===== src/rtl/register_rename_file.sv =====
// Architectural register file plus rename table: answers operand/rename queries one
// cycle after an accepted request and tracks which ROB tag will produce each register.
module register_rename_file #(
  parameter int REGNUM = 32,
  parameter int ROBIDW = 4
) (
  input  logic              clk,
  input  logic              rst_n,
  input  logic              rdy,
  input  logic              rename_need,
  input  logic              rename_need_ins_is_simple,
  input  logic              rename_need_ins_is_branch_or_store,
  input  logic [ROBIDW-1:0] rename_need_id,
  input  logic              operand_1_flag,
  input  logic [4:0]        operand_1_reg,
  input  logic              operand_2_flag,
  input  logic [4:0]        operand_2_reg,
  input  logic [ROBIDW-1:0] new_ins_rd_rename,
  input  logic [4:0]        new_ins_rd,
  input  logic              commit_flag,
  input  logic [4:0]        commit_reg,
  input  logic [ROBIDW-1:0] commit_rename,
  input  logic [31:0]       commit_value,
  input  logic              reg_flush,
  output logic              rename_finish,
  output logic [ROBIDW-1:0] rename_finish_id,
  output logic              operand_1_busy,
  output logic [ROBIDW-1:0] operand_1_rename,
  output logic [31:0]       operand_1_data_from_reg,
  output logic              operand_2_busy,
  output logic [ROBIDW-1:0] operand_2_rename,
  output logic [31:0]       operand_2_data_from_reg
);

  logic [31:0]       value_reg [REGNUM];
  logic              busy_reg  [REGNUM];
  logic [ROBIDW-1:0] tag_reg   [REGNUM];
  logic [31:0]       value_next [REGNUM];
  logic              busy_next  [REGNUM];
  logic [ROBIDW-1:0] tag_next   [REGNUM];

  logic accept;
  logic resp_en;
  logic rd_rename_en;
  logic commit_en;

  assign accept       = rdy && rename_need && !reg_flush;
  assign resp_en      = accept && !rename_need_ins_is_simple;
  assign rd_rename_en = accept && !rename_need_ins_is_branch_or_store && (new_ins_rd != 5'd0);
  assign commit_en    = rdy && commit_flag && (commit_reg != 5'd0);

  // Per-register next state; a same-cycle rename of the register beats the commit's busy clear.
  genvar gi;
  generate
    for (gi = 0; gi < REGNUM; gi++) begin : g_reg
      if (gi == 0) begin : g_zero
        assign value_next[gi] = '0;
        assign busy_next[gi]  = 1'b0;
        assign tag_next[gi]   = '0;
      end else begin : g_arch
        logic rn_hit;
        logic cm_hit;
        assign rn_hit         = rd_rename_en && (new_ins_rd == 5'(gi));
        assign cm_hit         = commit_en && (commit_reg == 5'(gi));
        assign value_next[gi] = cm_hit ? commit_value : value_reg[gi];
        assign tag_next[gi]   = rn_hit ? new_ins_rd_rename : tag_reg[gi];
        assign busy_next[gi]  = reg_flush ? 1'b0 :
                                rn_hit    ? 1'b1 :
                                (cm_hit && (tag_reg[gi] == commit_rename)) ? 1'b0 :
                                busy_reg[gi];
      end
    end
  endgenerate

  always_ff @(posedge clk or negedge rst_n) begin
    if (!rst_n) begin
      for (int i = 0; i < REGNUM; i++) begin
        value_reg[i] <= '0;
        busy_reg[i]  <= 1'b0;
        tag_reg[i]   <= '0;
      end
    end else if (rdy) begin
      for (int i = 0; i < REGNUM; i++) begin
        value_reg[i] <= value_next[i];
        busy_reg[i]  <= busy_next[i];
        tag_reg[i]   <= tag_next[i];
      end
    end
  end

  // Operand lookup sees the table before this request's own rd rename.
  logic              op_busy_next   [2];
  logic [ROBIDW-1:0] op_rename_next [2];
  logic [31:0]       op_data_next   [2];
  logic              op_busy_reg    [2];
  logic [ROBIDW-1:0] op_rename_reg  [2];
  logic [31:0]       op_data_reg    [2];

  generate
    for (gi = 0; gi < 2; gi++) begin : g_op
      logic       flag;
      logic [4:0] sel;
      logic       hit_busy;
      logic       bypass;
      assign flag     = (gi == 0) ? operand_1_flag : operand_2_flag;
      assign sel      = (gi == 0) ? operand_1_reg : operand_2_reg;
      assign hit_busy = flag && (sel != 5'd0) && busy_reg[sel];
      assign bypass   = hit_busy && commit_flag && (commit_reg == sel) &&
                        (commit_rename == tag_reg[sel]);
      assign op_busy_next[gi]   = hit_busy && !bypass;
      assign op_rename_next[gi] = (hit_busy && !bypass) ? tag_reg[sel] : '0;
      assign op_data_next[gi]   = (!flag || (sel == 5'd0)) ? 32'd0 :
                                  bypass   ? commit_value :
                                  hit_busy ? 32'd0 : value_reg[sel];
    end
  endgenerate

  logic              finish_reg;
  logic [ROBIDW-1:0] finish_id_reg;

  always_ff @(posedge clk or negedge rst_n) begin
    if (!rst_n) begin
      finish_reg    <= 1'b0;
      finish_id_reg <= '0;
      for (int i = 0; i < 2; i++) begin
        op_busy_reg[i]   <= 1'b0;
        op_rename_reg[i] <= '0;
        op_data_reg[i]   <= '0;
      end
    end else if (rdy) begin
      if (resp_en) begin
        finish_reg    <= 1'b1;
        finish_id_reg <= rename_need_id;
        for (int i = 0; i < 2; i++) begin
          op_busy_reg[i]   <= op_busy_next[i];
          op_rename_reg[i] <= op_rename_next[i];
          op_data_reg[i]   <= op_data_next[i];
        end
      end else begin
        finish_reg <= 1'b0;
      end
    end
  end

  assign rename_finish           = finish_reg;
  assign rename_finish_id        = finish_id_reg;
  assign operand_1_busy          = op_busy_reg[0];
  assign operand_1_rename        = op_rename_reg[0];
  assign operand_1_data_from_reg = op_data_reg[0];
  assign operand_2_busy          = op_busy_reg[1];
  assign operand_2_rename        = op_rename_reg[1];
  assign operand_2_data_from_reg = op_data_reg[1];

endmodule


===== config.mk =====
export PLATFORM = sky130hd
export DESIGN_NAME = register_rename_file
export DESIGN_NICKNAME = d
export VERILOG_FILES = /design/src/rtl/register_rename_file.sv
export SDC_FILE = /design/constraint.sdc
export NUM_CORES = 2
export LEC_CHECK = 0
export CORE_AREA = 5 5 397 438
export DETAILED_ROUTE_END_ITERATION = 12
export DIE_AREA = 0 0 402 443
export SETUP_SLACK_MARGIN = 0.4
export SLEW_MARGIN = 20
export SYNTH_ARGS = -nofsm -noshare
export SYNTH_HDL_FRONTEND = slang
export SYNTH_SLANG_ARGS = --single-unit
export TNS_END_PERCENT = 5

===== constraint.sdc =====
create_clock -name clk -period 3.21 [get_ports clk]
set_clock_uncertainty 0.05 [all_clocks]
set_input_delay 0.321 -clock clk [delete_from_list [all_inputs] [get_ports clk]]
set_output_delay 0.321 -clock clk [all_outputs]
set_load 0.01 [all_outputs]

Word level (Yosys, flattened, before mapping)
Cells that the tools add are included.
{ "classes": {"magnitude_cmp": 2, "eq_ne": 97, "n_mux": 120, "n_bitwise": 2, "n_reduce_logical": 252} }
{ "op_table": {"columns": ["operator", "n"], "rows": [
  ["$bmux 32 s5", 2],
  ["$mux 32", 10],
  ["$reduce_and 2->1", 94],
  ["$eq 5x5->1 const B", 32],
  ["$eq 4x4->1", 33],
  ["$logic_and 1x1->1", 112],
  ["$mux 1", 98],
  ["$reduce_bool 3->1", 31],
  ["$eq 5x4->1 const B", 16],
  ["$bmux 4 s5", 2],
  ["$eq 5x3->1 const B", 8],
  ["$mux 4", 6],
  ["$eq 5x2->1 const B", 4],
  ["$reduce_bool 5->1", 4],
  ["$ge 6x6->1 const B", 2],
  ["$not 5->6", 2],
  ["$bmux 1 s5", 2],
  ["$eq 5x1->1 const B", 2],
  ["$eq 5x5->1", 2],
  ["$logic_not 5->1", 2],
  ["$logic_not 1->1", 7],
  ["$logic_or 1x1->1", 2]
]} }
{ "totals": {"register_bits": 1226, "elab_cells": 574} }

Depth between registers and ports, before layout
{ "logic_depth": {"ltp_word": 11, "mapped_depth": 13, "depth_no_buf": 7} }

Worst setup path before layout
Ideal clock, no wire load.
{ "synth_path": {"path_kind": "input port to flip-flop", "from": "input port operand_2_reg[0]", "to": "register op_data_reg (netlist bit operand_2_data_from_reg[12])", "arrival_time_ns": 2.841, "required_ns": 3.019, "slack_ns": 0.178, "cell_stages": 10, "n_path_buf": 6, "cell_sequence": "buf_4 > buf_6 > buf_2 > buf_2 > buf_2 > buf_2 > mux4_2 > mux4_2 > o211ai_1 > a31oi_1"} }
{ "synth_between": {"elab_chain_cells": 10, "elab_cells_between_ends": 23, "cone_classes": "eq/ne (2); mux (12); bitwise (1); reduce/logical (8)"} }
{ "synth_lines": {"columns": ["item", "line", "rtl"], "rows": [
  ["start: declaration", "17", "input logic [4:0] operand_2_reg,"],
  ["$not 5->6 (implied by the code)", "107, 109, 114", null],
  ["$bmux 1 s5", "107", "assign hit_busy = flag && (sel != 5'd0) && busy_reg[sel];"],
  ["$mux 1 (implied by the code) (2 in series)", "107", null],
  ["$logic_and 1x1->1", "107", null],
  ["$logic_and 1x1->1 (3 in series)", "108", "assign bypass = hit_busy && commit_flag && (commit_reg == sel) &&"],
  ["$mux 32", "113", "bypass ? commit_value :"],
  ["$mux 32 (*)", "112", "assign op_data_next[gi] = (!flag || (sel == 5'd0)) ? 32'd0 :"],
  ["end signal: indexed assignment", "137", "op_data_reg[i] <= op_data_next[i];"],
  ["end: declaration", "97", "logic [31:0] op_data_reg [2];"]
]} }
Mark *: on every way between the ends. The rest lies on a longest branch, timed or not. The select of a mux whose other input is x is not followed.
A chain may end at the register's enable or synchronous reset.

Final worst setup path
{ "layout_path": {"from": "register tag_reg[22] in the netlist's numbering", "to": "register op_data_reg (netlist bit operand_2_data_from_reg[21])"} }
{ "layout_between": {"elab_chain_cells": 7} }
{ "layout_lines": {"columns": ["item", "line", "rtl"], "rows": [
  ["start: declaration", "37", "logic [ROBIDW-1:0] tag_reg [REGNUM];"],
  ["start signal: indexed assignment", "86", "tag_reg[i] <= tag_next[i];"],
  ["$bmux 4 s5", "109", "(commit_rename == tag_reg[sel]);"],
  ["$mux 4 (implied by the code) (2 in series)", "109", null],
  ["$eq 4x4->1", "109", null],
  ["$logic_and 1x1->1", "108", null],
  ["$mux 32", "113", null],
  ["$mux 32", "112", null]
]} }
No other way between the ends. The select of a mux whose other input is x is not followed.

==> reports/summary.txt <==
Tcrit/Tclk final - 88.6%
Final #Nets - 4843
sequential element share of the synthesized area - 45.6%
Die X - 402 microns
Reg2Reg Depth - 8
internal power - 0.0311 W
flop2flop setup slack - 360 ps
Pins Over Slew Limit - 0
WP depth - 8
Reg clk slew, reported paths - 60 ps
initial core utilization - 39.7%
Multi-input gate area - 0.0348 sq mm
Tmin final - 2850 ps
Pwr Density - 543 mW/mm^2
Combinational Power Share - 17.8%
Hold Fails Final Rpt - 0
DP Wirelength - 148000 microns
Max-Cap Viols - 0
# DRC - 0
Routed WL - 231000 microns
Post-synth ARST share - 100%
Finished Layout Cells - 7129
Tightest Hold Check Type - input pin to asynchronous set/reset pin
layout cell share with drive strength beyond 1 - 50.1%
# IOs - 153
# H-tree levels - 4
Via Count - 45324
Final Hold Slack - 36.3 ps
first-pass GRT wire length - 337000 microns
CTS max path bufs - 3
arrival time at the worst endpoint - 3510 ps
outcome - complete, no violations
die area - 0.178 sq mm
Leak - 34.5 nW
Synth cell types - 67
Port Buffers - 152
worst r2r src - tag_reg[22]
Largest register FFs - 992
design area - 0.0788 sq mm
CP Cell Sequence - mux4_2 > o211a_1 > or4_4 > a211oi_4 > buf_6 > nand3_4 > clkbuf_16 > o21ai_2
Cell Area, Placed - 0.0740 sq mm
largest net degree at the start of global routing - 114
delay-heaviest family, CP - simple AND/OR/NAND/NOR gates
Slew headroom - 29.0%
CTS tree - done
slowest cell on the critical path - or4_4
routability cong. - 0.956
DRT Pass-1 Iters - 5
CTS buffer count - 139
CTS sink count - 1226
Cell Area, Synth - 0.0672 sq mm
DRT iter0 DRCs - 4648
Placeable Area - 0.169 sq mm
worst vdd ir - 610 uV
Worst Max-Slew Pin Slew - 1060 ps
Finished Core Util - 46.5%
clk root buf - clkbuf_16
Placed Cells - 6862
worst path buffer plus inverter count - 2
Post-Syn Nets - 4668
Seq. cell area - 0.0307 sq mm
Req. time, crit path - 3880 ps
Clk network pwr share - 37.6%
Sequential Power Share - 44.5%
synth-to-layout area growth - 17.3%
Post-DRT Antenna Nets - 0
GRT Residual Overflow - 0
slowest stage delay, CP - 530 ps
row cnt - 159
All-Layer GR Usage - 25.6%
vias in the first global route - 46247
Sw Pwr - 0.0117 W
Critical Path Start Type - flip-flop
crit end category - flip-flop
Post-synth EDFFs - 0
crit path max fanout - 7
reg2reg end - operand_2_data_from_reg[21]
max frequency - 351 MHz
initial antenna violation count - 10
crit path kind - flip-flop to flip-flop
#FFs+latches synth - 1226
Sw Share - 27.4%
Avg Cell Area, Syn - 14.6 sq um
Fillers - 14788
final setup fails - 0
Vias per Instance - 6.36
Post-synth top flop - dfrtp_1
drt wl/cell - 32.4 microns
synth warn - 0
gate count of the mapped netlist - 4594
die height - 443 microns
Worst-Skew Late Latency - 800 ps
RSZ-0062 raised after global routing - yes
-- cells in the final DEF (no fill, tap or decap), types with 65 or more instances in the layout --
master	netlist	final
o21ai_0	124	124
nand2_1	149	143
dfrtp_1	1226	1217
clkbuf_16	0	144
clkdlybuf4s50_1	0	136
xor2_1	113	113
mux4_2	621	621
mux2i_1	125	125
nand4_1	65	65
mux2_2	1159	1159
buf_12	0	131
buf_4	13	220
-- metrics by stage --
step           setup WS (ps)  setup TNS, ps  power, W
2_1_floorplan            387              0    0.0236
6_report                 364              0    0.0428
5_1_grt                  302              0    0.0444
3_5_place_dp           -73.1           -834    0.0268
4_1_cts                  382              0    0.0430
3_3_place_gp           -1.30          -1.30    0.0266
-- power by group through the flow --
stage               Sequential [W]  Clock [W]  Combinational [W]
floorplan                   0.0186          0            0.00504
global placement            0.0191          0            0.00749
detailed placement          0.0192          0            0.00762
CTS                         0.0190     0.0164            0.00765
global route                0.0192     0.0171            0.00813
finish                      0.0190     0.0161            0.00764
-- routing by layer --
metal	vias to the layer above	GRT usage, %	part of all wire (%)
met3	445	5.89	8.8
met2	2156	39.7	46
met1	24650	35.4	41
met5	-	0	0.022
li1	18065	-	-
met4	8	9.03	3.9
-- cell type report --
| cell class | count | area share [%] |
|---|---|---|
| multi-input cells | 2882 | 44.2 |
| flip-flops and latches | 1226 | 38.9 |
| repair buffers | 512 | 7.51 |
| clock buffers | 200 | 5.07 |
| well taps | 2254 | 3.58 |
| clock inverters | 45 | 0.700 |
| inverters | 8 | 0.0524 |
| diodes | 2 | 0.00635 |
-- Yosys cell counts, types with 12 or more instances --
master / count / area share, %
a21boi_0: 12 / 0.13
a21boi_1: 20 / 0.22
a21oi_1: 64 / 0.48
a22o_1: 36 / 0.47
a31oi_1: 28 / 0.26
buf_1: 55 / 0.31
buf_2: 88 / 0.66
buf_4: 13 / 0.15
buf_6: 14 / 0.23
clkbuf_1: 306 / 1.7
dfrtp_1: 1226 / 46
mux2_2: 1159 / 19
mux2i_1: 125 / 1.9
mux4_2: 621 / 21
nand2_1: 149 / 0.83
nand2b_1: 35 / 0.33
nand3_1: 28 / 0.21
nand4_1: 65 / 0.60
nor2_1: 55 / 0.31
nor2b_1: 17 / 0.16
nor4_1: 32 / 0.30
o211ai_1: 26 / 0.29
o21a_1: 32 / 0.36
o21ai_0: 124 / 0.92
xnor2_1: 24 / 0.31
xor2_1: 113 / 1.5
-- logic make-up (layout without fill, tap and decap cells) --
logic type	count (synthesis)	count (layout)	share of synthesized area [%]
flops	1226	1226	45.6
buf+inv	486	765	3.12
other cells	0	2	0
mux	1909	1909	42.2
compound gates	415	415	4.05
xor+xnor	137	137	1.79
simple gates	421	421	3.18
-- worst max path at each step --
stage	startpoint	end
final	tag_reg[22]	operand_2_data_from_reg[21]
after global routing	tag_reg[52]	operand_1_rename[0]
after CTS	tag_reg[82]	operand_2_data_from_reg[2]
after detailed placement	operand_2_reg[3]	operand_2_data_from_reg[15]
after global placement	operand_2_reg[3]	operand_2_data_from_reg[12]
after floorplan	operand_2_reg[1]	operand_2_data_from_reg[24]
-- what timing repair did --
| action | CTS | global route |
|---|---|---|
| pin swaps | 2 | 9 |
| buffers inserted | 1 | 10 |
| hold endpoints to repair | 830 | 0 |
| setup endpoints to repair | 50 | 74 |
| gates cloned | 0 | 4 |
| gates resized for setup | 4 | 26 |
| hold buffers | 5 | 0 |
Power figures use the tool's default switching activity.
